===== config.mk =====
export PLATFORM = sky130hd
export DESIGN_NAME = eq_scale_sequencer
export DESIGN_NICKNAME = d
export VERILOG_FILES = /design/src/rtl/eq_pkg.sv /design/src/rtl/eq_gain_mul.sv /design/src/rtl/eq_scale_sequencer.sv
export SDC_FILE = /design/constraint.sdc
export NUM_CORES = 1
export LEC_CHECK = 0
export ABC_AREA = 1
export BUFFER_PORTS_ARGS = -buffer_cell sky130_fd_sc_hd__buf_2
export CAP_MARGIN = 20
export CORE_ASPECT_RATIO = 1.75
export CORE_MARGIN = 5
export CORE_UTILIZATION = 42
export CTS_CLUSTER_SIZE = 25
export DETAILED_ROUTE_END_ITERATION = 7
export PLACE_DENSITY = 0.6
export SLEW_MARGIN = 20
export SYNTH_ARGS = -nofsm -noshare
export SYNTH_HDL_FRONTEND = slang
export SYNTH_SLANG_ARGS = --single-unit

===== constraint.sdc =====
create_clock -name clk -period 10.98 [get_ports clk]
set_input_delay 0 -clock clk [delete_from_list [all_inputs] [get_ports clk]]
set_output_delay 0 -clock clk [all_outputs]
set_load 0.02 [all_outputs]

===== src/rtl/eq_pkg.sv =====
// Shared types, constants and saturation helper for the EQ gain/volume sequencer.
package eq_pkg;

  typedef enum logic [1:0] {
    IDLE,
    SCALE,
    VOL,
    DONE
  } state_t;

  localparam int unsigned SMPL_BITS  = 16;
  localparam int unsigned GAIN_BITS  = 12;
  localparam int unsigned NUM_BANDS  = 5;
  localparam int unsigned ACC_W      = 19;
  localparam int unsigned GAIN_SHIFT = 11;
  // 16b signed sample x 13b signed (zero-extended gain) product width
  localparam int unsigned MUL_W      = SMPL_BITS + GAIN_BITS + 1;

  localparam logic [GAIN_BITS-1:0] UNITY_GAIN = 12'h800;

  localparam logic signed [MUL_W-1:0] SAT_MAX = 32767;
  localparam logic signed [MUL_W-1:0] SAT_MIN = -32768;

  // Clamp a wide signed value into the 16-bit signed sample range.
  function automatic logic signed [SMPL_BITS-1:0] sat16(input logic signed [MUL_W-1:0] x);
    logic signed [SMPL_BITS-1:0] r;
    if (x > SAT_MAX) begin
      r = 16'sh7fff;
    end else if (x < SAT_MIN) begin
      r = 16'sh8000;
    end else begin
      r = x[SMPL_BITS-1:0];
    end
    return r;
  endfunction

endpackage


===== src/rtl/eq_gain_mul.sv =====
// Registered signed sample x unsigned gain multiply, floor-scaled by 2^11 and saturated.
module eq_gain_mul
  import eq_pkg::*;
(
  input  logic                        clk,
  input  logic                        rst,
  input  logic                        en,
  input  logic signed [SMPL_BITS-1:0] smpl,
  input  logic        [GAIN_BITS-1:0] gain,
  output logic signed [SMPL_BITS-1:0] prod
);

  logic signed [MUL_W-1:0] full;
  logic signed [MUL_W-1:0] shifted;

  // Gain is unsigned, so it enters the signed multiply with a zero sign bit.
  always_comb begin
    full    = MUL_W'(smpl) * MUL_W'($signed({1'b0, gain}));
    shifted = full >>> GAIN_SHIFT;
  end

  // Single pipeline stage; holds its value while not enabled.
  always_ff @(posedge clk) begin
    if (rst) begin
      prod <= '0;
    end else if (en) begin
      prod <= sat16(shifted);
    end
  end

endmodule


===== src/rtl/eq_scale_sequencer.sv =====
// Time-multiplexed band-gain and volume scheduler sharing one multiplier.
module eq_scale_sequencer
  import eq_pkg::*;
#(
  parameter int unsigned GAIN_W = GAIN_BITS,
  parameter int unsigned SMPL_W = SMPL_BITS
) (
  input  logic                               clk,
  input  logic                               rst,
  input  logic                               start,
  input  logic [NUM_BANDS-1:0][SMPL_W-1:0]   lft_band,
  input  logic [NUM_BANDS-1:0][SMPL_W-1:0]   rht_band,
  input  logic [NUM_BANDS-1:0][GAIN_W-1:0]   band_gain,
  input  logic [GAIN_W-1:0]                  volume,
  output logic                               busy,
  output logic                               out_valid,
  output logic [SMPL_W-1:0]                  lft_out,
  output logic [SMPL_W-1:0]                  rht_out,
  output logic                               overrun
);

  localparam logic [3:0] LAST_STEP = 4'd9;

  state_t state, state_nxt;
  logic [3:0] step;

  logic [NUM_BANDS-1:0][SMPL_W-1:0] snap_l, snap_r;
  logic [NUM_BANDS-1:0][GAIN_W-1:0] snap_g;
  logic [GAIN_W-1:0]                snap_vol;

  logic signed [ACC_W-1:0] acc_l, acc_r;
  logic                    acc_en, acc_left;

  logic [2:0]               band_idx;
  logic [SMPL_W-1:0]        opnd_smpl;
  logic [GAIN_W-1:0]        opnd_gain;
  logic signed [SMPL_W-1:0] prod;
  logic                     mul_en;
  logic                     accept;

  logic [SMPL_W-1:0] lft_q, rht_q;

  // Next-state and status outputs.
  always_comb begin
    state_nxt = state;
    busy      = (state != IDLE);
    out_valid = (state == DONE);
    overrun   = start && (state != IDLE) && !rst;
    case (state)
      IDLE:    if (start) state_nxt = SCALE;
      SCALE:   if (step == LAST_STEP) state_nxt = VOL;
      VOL:     if (step == 4'd1) state_nxt = DONE;
      DONE:    state_nxt = IDLE;
      default: state_nxt = IDLE;
    endcase
  end

  // State register.
  always_ff @(posedge clk) begin
    if (rst) state <= IDLE;
    else     state <= state_nxt;
  end

  // Step counter: 0..9 through SCALE, reused as 0..1 through VOL.
  always_ff @(posedge clk) begin
    if (rst) begin
      step <= '0;
    end else if (state == SCALE && step != LAST_STEP) begin
      step <= step + 4'd1;
    end else if (state == VOL && step == 4'd0) begin
      step <= 4'd1;
    end else begin
      step <= '0;
    end
  end

  assign accept = (state == IDLE) && start;

  // Input snapshot taken on an accepted start.
  always_ff @(posedge clk) begin
    if (rst) begin
      snap_l   <= '0;
      snap_r   <= '0;
      snap_g   <= '0;
      snap_vol <= '0;
    end else if (accept) begin
      snap_l   <= lft_band;
      snap_r   <= rht_band;
      snap_g   <= band_gain;
      snap_vol <= volume;
    end
  end

  // Operand mux: band products in SCALE, then left/right volume in VOL.
  always_comb begin
    band_idx  = (step < 4'd5) ? step[2:0] : 3'(step - 4'd5);
    opnd_smpl = '0;
    opnd_gain = '0;
    mul_en    = (state == SCALE) || (state == VOL);
    if (state == SCALE) begin
      opnd_smpl = (step < 4'd5) ? snap_l[band_idx] : snap_r[band_idx];
      opnd_gain = snap_g[band_idx];
    end else if (state == VOL) begin
      opnd_smpl = (step == 4'd0) ? sat16({{(MUL_W-ACC_W){acc_l[ACC_W-1]}}, acc_l})
                                 : sat16({{(MUL_W-ACC_W){acc_r[ACC_W-1]}}, acc_r});
      opnd_gain = snap_vol;
    end
  end

  eq_gain_mul u_mul (
    .clk  (clk),
    .rst  (rst),
    .en   (mul_en),
    .smpl (opnd_smpl),
    .gain (opnd_gain),
    .prod (prod)
  );

  // The product register lags its step by one cycle, so SCALE steps 1..5 absorb
  // left products 0..4, steps 6..9 and VOL step 0 absorb right products 5..9.
  always_comb begin
    acc_en   = (state == SCALE && step != 4'd0) || (state == VOL && step == 4'd0);
    acc_left = (state == SCALE) && (step <= 4'd5);
  end

  // Per-channel accumulators, cleared on each accepted start.
  always_ff @(posedge clk) begin
    if (rst) begin
      acc_l <= '0;
      acc_r <= '0;
    end else if (accept) begin
      acc_l <= '0;
      acc_r <= '0;
    end else if (acc_en) begin
      if (acc_left) acc_l <= acc_l + {{(ACC_W-SMPL_W){prod[SMPL_W-1]}}, prod};
      else          acc_r <= acc_r + {{(ACC_W-SMPL_W){prod[SMPL_W-1]}}, prod};
    end
  end

  // Output capture: left from the product register during VOL step 1, right
  // is latched at the end of DONE.
  always_ff @(posedge clk) begin
    if (rst) begin
      lft_q <= '0;
      rht_q <= '0;
    end else begin
      if (state == VOL && step == 4'd1) lft_q <= prod;
      if (state == DONE)                rht_q <= prod;
    end
  end

  // The right volume product lands in the (frozen) multiplier register on entry
  // to DONE; presenting it directly there keeps the 13-cycle latency.
  assign lft_out = lft_q;
  assign rht_out = (state == DONE) ? prod : rht_q;

endmodule


==> metrics.md, run 1 <==
| Metric | Value |
|---|---|
| Crit share post-route | 85.6% |
| Clock root cell | clkbuf_16 |
| Post-CTS setup buffers | 0 |
| Die area | 59600 sq um |
| Data required, critical path | 11.39 ns |
| Drt total wl | 79300 um |
| CP Class | reg2reg |
| CTS tree | yes |
| Synth area leader | dfxtp_1 |
| Dominant cells by area after synthesis | dfxtp_1 (28%), fa_1 (16%), nor2_1 (11%) |
| Worst skew pair latency | 0.56 ns |
| FMAX | 106 MHz |
| Max Root-Sink Buffers | 3 |
| CP max-delay cell | fa_1 |
| CP peak stage delay | 0.69 ns |
| Fin Hold WS | 0.228 ns |
| Count of cell types in the netlist | 54 |
| Core Footprint | 54200 sq um |
| Residual DRC count | 0 |
| Setup violators final | 0 |
| Critical path fanouts, max | 31 |
| Commonest non-fill, non-tap cell in the layout | nor2_1 |
| Final Hold Fails | 0 |
| Vias per Instance | 5.17 |
| Syn_nets | 3725 |
| Final net count | 4123 |
| Die span in y | 319 um |
| Crit end category | flip-flop |
| PortBufs | 269 |
| Critical path's most frequent cell | inv_1 |
| Primary FF master, synth | dfxtp_1 |
| Peak VDD IR | 0.120 mV |
| First-pass GRT wire length | 123000 um |
| Cts bufs inserted | 34 |
| Vias | 22.3k |
| DP Wirelength | 60100 um |
| Commonest non-fill, non-tap cells in the layout | nor2_1 (698), inv_1 (426), o21ai_0 (405), nand2_1 (395), dfxtp_1 (324) |
| Initial DRT Pass Iterations | 7 |
| Top cell type's share of synthesized area | 28.3% |
| Grt ovf | 0 |
| First DRT Iteration DRCs | 1385 |
| Avg Inst Size Synth | 7.16 sq um |
| Number of core rows | 113 |
| FF-to-FF Start | step[1]$_SDFF_PP0_ |
| Die width | 187 um |
| Clock Sinks | 324 |
| Max Cap Viol | 0 |
| Pwr/cell area | 234 nW/um^2 |
| Tightest Hold Check Type | in2reg |
| Routed Antenna Nets | 0 |
| Yosys reg bits | 324 |
| Worst Path Arrival | 9.80 ns |
| Hold path depth | 4 |
| Pin count of the biggest net entering global routing | 143 |
| Initial antenna violation count | 2 |
| Lkg Pwr | 0.0133 uW |
| Worst Reg-to-Reg Cells | 38 |
| Pins Over Slew Limit | 0 |
| Clock slew at reported path FFs | 0.07 ns |
| Fin Clk Skew | 0.0225 ns |
| Proportion of layout cells with a drive suffix above 1 | 10.9% |
| EDFF count, synth | 0 |
| Syn Inst Count | 3205 |
| Initial Util | 42.4% |
| Max-slew headroom | 25.5% |
| Async set-reset flop share out of synthesis | 0% |
| Ys Warns | 0 |
| Synthesized area | 22900 sq um |
| # H-tree levels | 2 |
| Routed wire length per instance | 18.4 um |
| RSZ-0062 raised after global routing | no |
| Total Routing Usage GR | 25.6% |
| Fin Setup TNS | 0 ns |
| Post-cts sizing count | 0 |
| Num ports | 270 |
| Status | finished clean |
| Placer Congestion | 0.986 |
| Worst-Margin Slew | 1.11 ns |
| CP startpoint | step[1]$_SDFF_PP0_ |
| Synth-to-Final Area Change | 23.1% |
| Vias in the first global route | 22.4k |
| Post-layout min period | 9.40 ns |
| Startpoint Class | flip-flop |
| HP Start | rht_band[60] |
| Post-synthesis sequential area ratio | 28.3% |
| Ant diodes | 0 |
-- flip-flops by register name (all words and copies together), names as in the netlist --
signal and count:
snap_vol 12, step 4, acc_l 19, rht_q 16, u_mul.prod 16, acc_r 19
lft_out 16, state 2, snap_g 60, snap_l 80, snap_r 80
-- cell usage after synthesis, types with 5 or more instances --
cell type,n
nor2_1,698
inv_1,427
o21ai_0,405
nand2_1,396
dfxtp_1,324
fa_1,179
a21oi_1,178
clkbuf_1,138
ha_1,106
nand3_1,94
xor2_1,25
xnor2_1,23
o211ai_1,17
a31oi_1,15
nor3_1,15
nand2_2,14
o31ai_1,13
nand4_1,11
a21oi_2,10
buf_1,9
o221ai_1,9
o22ai_1,9
buf_2,7
a211oi_1,6
a21boi_0,6
and2_1,5
buf_6,5
clkinv_1,5
nand2_4,5
o21a_1,5
-- worst paths after layout --
| path | endpoint | slack, ns |
|---|---|---|
| max reg2reg | u_mul.prod[2]$_SDFFE_PP0P_ | 1.58 |
| min | snap_r[60]$_SDFFE_PP0P_ | 0.23 |
| min reg2reg | lft_out[8]$_SDFFE_PP0P_ | 0.44 |
| max | u_mul.prod[2]$_SDFFE_PP0P_ | 1.58 |
-- power by group --
| group | internal (uW) | switching [uW] |
|---|---|---|
| Clock | 739 | 527 |
| Sequential | 1470 | 209 |
| Combinational | 1180 | 2490 |
| Total | 3380 | 3230 |
-- kinds of logic after synthesis --
logic type | after synthesis | synth area share [%]
XOR/XNOR | 48 | 1.83
AND/OR/NAND/NOR | 1255 | 22.0
buffers and inverters | 597 | 10.0
flip-flops | 324 | 28.3
AO/OA/AOI/OAI | 694 | 16.4
adder cells (fa/ha/maj) | 285 | 21.4
multiplexers | 2 | 0.0873
-- routing by layer --
layer / share of wire [%] / up-vias / global-route usage, % / routed length [um]
met5: 0 / - / 0 / 0
met4: 5.2 / 0 / 11.9 / 4150
met3: 4.4 / 192 / 2.78 / 3480
met2: 52 / 691 / 48.2 / 41600
met1: 38 / 10489 / 28.6 / 30100
li1: - / 10942 / - / -
-- through the flow --
stage / worst slack [ns] / cell area (sq um) / utilization (%) / power (uW) / cells
after detailed placement: 1.51 / 24700 / 45.5 / 5300 / 4023
final: 1.58 / 28200 / 52.1 / 6610 / 4319
after global placement: 1.58 / 24700 / 45.5 / 5260 / 4023
after CTS: 1.54 / 28200 / 52.1 / 6640 / 4319
after global routing: 0.855 / 28200 / 52.1 / 7160 / 4319
after floorplan: 2.79 / 22900 / - / 4160 / 3205
-- critical path: cells and delay by family, from the launching register on --
family / cells / cell delay [ns]
compound gates: 7 / 1.41
fa+ha+maj: 7 / 3.37
buf+inv: 11 / 1.58
flops: 1 / 0.37
simple gates: 13 / 2.48
-- final cells by class --
class / count / area (sq um)
flip-flops and latches: 324 / 6490
repair buffers: 523 / 3840
well taps: 690 / 863
clock inverters: 14 / 235
inverters: 436 / 1650
fillers: 5233 / 25900
clock buffers: 48 / 993
multi-input cells: 2284 / 14200
-- repair_timing --
| item | 4_1_cts | 5_1_grt |
|---|---|---|
| endpoints found under the setup margin | 0 | 0 |
| hold buffers | 234 | 0 |
| endpoints found under the hold margin | 250 | 0 |
(Power assumes the default switching activity.)
==> inputs of run 2 (changes only) <==
--- a/config.mk
+++ b/config.mk
@@ -10,10 +10,10 @@
 export CAP_MARGIN = 20
 export CORE_ASPECT_RATIO = 1.75
 export CORE_MARGIN = 5
-export CORE_UTILIZATION = 42
+export CORE_UTILIZATION = 56
 export CTS_CLUSTER_SIZE = 25
 export DETAILED_ROUTE_END_ITERATION = 7
-export PLACE_DENSITY = 0.6
+export PLACE_DENSITY = 0.76
 export SLEW_MARGIN = 20
 export SYNTH_ARGS = -nofsm -noshare
 export SYNTH_HDL_FRONTEND = slang
==> run 2 against run 1 <==
Net effect: wire length grew 5.5%; design area shrank 1.5%; sequential share of layout area grew 0.35 points; hold slack lost 0.018 ns; critical endpoint is now u_mul.prod[0]$_SDFFE_PP0P_.
==> metrics.md, run 2 (synthesis gave the netlist of run 1 again) <==
| Metric | Value |
|---|---|
| Status | finished clean |
| Max Cap Viol | 0 (unchanged) |
| Max-slew headroom | 24.6% (-0.91 points) |
| Residual DRC count | 0 (unchanged) |
| Gate power share | 57.0% (+1.5 points) |
| Fin Setup TNS | 0 ns (unchanged) |
| Final non-filler cell total | 4169 (-3.5%) |
| Commonest non-fill, non-tap cell in the layout | nor2_1 |
| P_int | 3240 uW (-4.3%) |
| Largest regs | snap_l (80), snap_r (80), snap_g (60) |
| Hold Crit Endpoint | snap_r[40]$_SDFFE_PP0P_ |
| CTS tree | yes |
| Pwr/cell area | 233 nW/um^2 (-0.29%) |
| WL met3 | 5680 um (+63%) |
| Critical path fanouts, max | 30 (-3.2%) |
| Num ports | 270 (unchanged) |
| Data required, critical path | 11.43 ns (+0.04 ns) |
| Wire length on met2 | 41400 um (-0.54%) |
| Worst Setup Slack, final | 1.23 ns (-0.357 ns) |
| Initial antenna violation count | 5 (+3) |
| Synth-to-Final Area Change | 21.2% |
| CP peak stage delay | 0.89 ns (+0.20 ns) |
| Clock root cell | clkbuf_16 |
| Worst Path Arrival | 10.20 ns (+0.40 ns) |
| Vias in the first global route | 24.3k (+8.2%) |
| Routed met1 length | 28900 um (-4.0%) |
| Die span in y | 278 um (-13%) |
| Lkg Pwr | 0.0131 uW (-0.98%) |
| Drt total wl | 83700 um (+5.5%) |
| Routed Antenna Nets | 0 (unchanged) |
| HP Start | rht_band[40] |
| Max Root-Sink Buffers | 3 (unchanged) |
| Die width | 163 um (-13%) |
| Crit share post-route | 88.8% (+3.2 points) |
| Post-layout min period | 9.75 ns (+0.357 ns) |
| # H-tree levels | 1 (-1) |
| DP Wirelength | 57600 um (-4.1%) |
| Setup violators final | 0 (unchanged) |
| Switching Share | 50.1% (+1.3 points) |
| Post-layout util | 68.3% (+16 points) |
| FF-to-FF Start | step[1]$_SDFF_PP0_ |
| Proportion of layout cells with a drive suffix above 1 | 10.7% (-0.29 points) |
| Sequential share of power | 26.2% (+0.8 points) |
| Tightest Hold Check Type | in2reg |
| Cts bufs inserted | 30 (-12%) |
| Placed Cells | 3877 (-3.6%) |
| Fillers | 3408 (-35%) |
| Sw Pwr | 3250 uW (+0.84%) |
| Clock slew at reported path FFs | 0.07 ns (about the same) |
| Die area | 45300 sq um (-24%) |
| Routed wire length per instance | 20.1 um (+9.3%) |
| Final Hold Fails | 0 (unchanged) |
| Dpl ws | 1.24 ns (-0.275 ns) |
| CP Class | reg2reg |
| Placer Congestion | 0.970 (-1.7%) |
| Fin Clk Skew | 0.0226 ns (+0.000117 ns) |
| RSZ-0062 raised after global routing | no |
| Post-CTS Hold Fix Bufs | 234 (unchanged) |
| Final net count | 4113 (-0.24%) |
| First DRT Iteration DRCs | 2207 (+59%) |
| Clock Sinks | 324 (unchanged) |
| Hold path depth | 4 (unchanged) |
| Number of core rows | 98 (-13%) |
| Grt ovf | 0 (unchanged) |
| Peak VDD IR | 0.191 mV (+59%) |
| Pins Over Slew Limit | 0 (unchanged) |
| Pin count of the biggest net entering global routing | 151 (+5.6%) |
| Vias | 23.8k (+6.5%) |
| Reg-to-reg slack, setup | 1.23 ns (-0.36 ns) |
| Post-cts sizing count | 0 (unchanged) |
| Total Routing Usage GR | 36.2% (+11 points) |
| Top Layer Used | met4 |
| Critical path's most frequent cell | inv_1 |
| Vias per Instance | 5.70 (+10%) |
| Commonest non-fill, non-tap cells in the layout | nor2_1 (697), inv_1 (426), o21ai_0 (405), nand2_1 (395), dfxtp_1 (324) |
| First-pass GRT wire length | 129000 um (+5.3%) |
| Worst-Margin Slew | 1.13 ns (+0.0119 ns) |
| Core Footprint | 40700 sq um (-25%) |
| Initial DRT Pass Iterations | 8 (+1) |
| Clock network power share | 16.8% (-2.4 points) |
| Worst skew pair latency | 0.59 ns (+0.03 ns) |
| Post-CTS setup buffers | 0 (unchanged) |
| Crit end category | flip-flop |
| Reg2reg end | u_mul.prod[0]$_SDFFE_PP0P_ |
| CP max-delay cell | nor2_2 |
| Fin Hold WS | 0.210 ns (-0.0179 ns) |
| PortBufs | 269 (unchanged) |
| FMAX | 103 MHz (-3.7%) |
| Worst Reg-to-Reg Cells | 36 (-5.3%) |
| Startpoint Class | flip-flop |
| Initial Util | 56.4% (+14 points) |
==> run 2: cell types whose count changed in the layout (fill, tap and decap cells not counted), moves of 2 or more <==
cell	delta
clkbuf_1	-2
diode_2	+5
clkinv_2	+4
clkinv_4	+2
buf_4	-7
clkbuf_8	-6
clkbuf_16	-4
==> run 2: critical path, delay by kind of cell, from the launching register on <==
| family | cells | cell delay, ns |
|---|---|---|
| AO/OA/AOI/OAI | 6 | 1.44 |
| adder cells (fa/ha/maj) | 7 | 3.31 |
| buffers and inverters | 11 | 1.40 |
| flip-flops | 1 | 0.34 |
| AND/OR/NAND/NOR | 12 | 3.12 |
==> run 2: power groups by stage <==
stage          Sequential [uW]  Combinational, uW  Clock, uW
2_1_floorplan             1620               2540          0
3_3_place_gp              1690               3460          0
3_5_place_dp              1700               3530          0
4_1_cts                   1680               3610       1090
5_1_grt                   1720               4100       1140
6_report                  1700               3700       1090
==> run 2: area by class of cell <==
type / count / area [sq um] / share of cell area [%]
timing repair buffer: 517 / 3800 / 13.7
inverter: 436 / 1650 / 5.92
clock inverter: 17 / 198 / 0.711
multi-input combinational: 2284 / 14200 / 51.0
clock buffer: 36 / 803 / 2.89
tap: 550 / 688 / 2.47
antenna: 5 / 12.5 / 0.0450
sequential: 324 / 6490 / 23.3
==> run 2: stage by stage <==
step	power, uW	instance area (sq um)
after floorplan	4160	22900
after global placement	5160	24400
after detailed placement	5240	24400
after CTS	6380	27800
after global routing	6960	27800
final	6490	27800
==> run 2: worst max-delay path by stage <==
| stage | startpoint | endpoint | slack, ns | cells past startpoint |
|---|---|---|---|---|
| after global placement | step[1]$_SDFF_PP0_ | u_mul.prod[4]$_SDFFE_PP0P_ | 1.31 | 36 |
| after CTS | step[1]$_SDFF_PP0_ | u_mul.prod[4]$_SDFFE_PP0P_ | 1.24 | 36 |
| final | step[1]$_SDFF_PP0_ | u_mul.prod[0]$_SDFFE_PP0P_ | 1.23 | 36 |
| after floorplan | step[0]$_SDFF_PP0_ | u_mul.prod[10]$_SDFFE_PP0P_ | 2.79 | 43 |
| after detailed placement | step[1]$_SDFF_PP0_ | u_mul.prod[0]$_SDFFE_PP0P_ | 1.24 | 36 |
| after global routing | step[1]$_SDFF_PP0_ | u_mul.prod[4]$_SDFFE_PP0P_ | 0.51 | 36 |
==> run 2: layer usage <==
| metal | vias up | track usage [%] |
|---|---|---|
| met3 | 409 | 4.53 |
| met5 | - | 0 |
| met2 | 1296 | 63.0 |
| li1 | 10915 | - |
| met4 | 0 | 26.9 |
| met1 | 11141 | 39.7 |
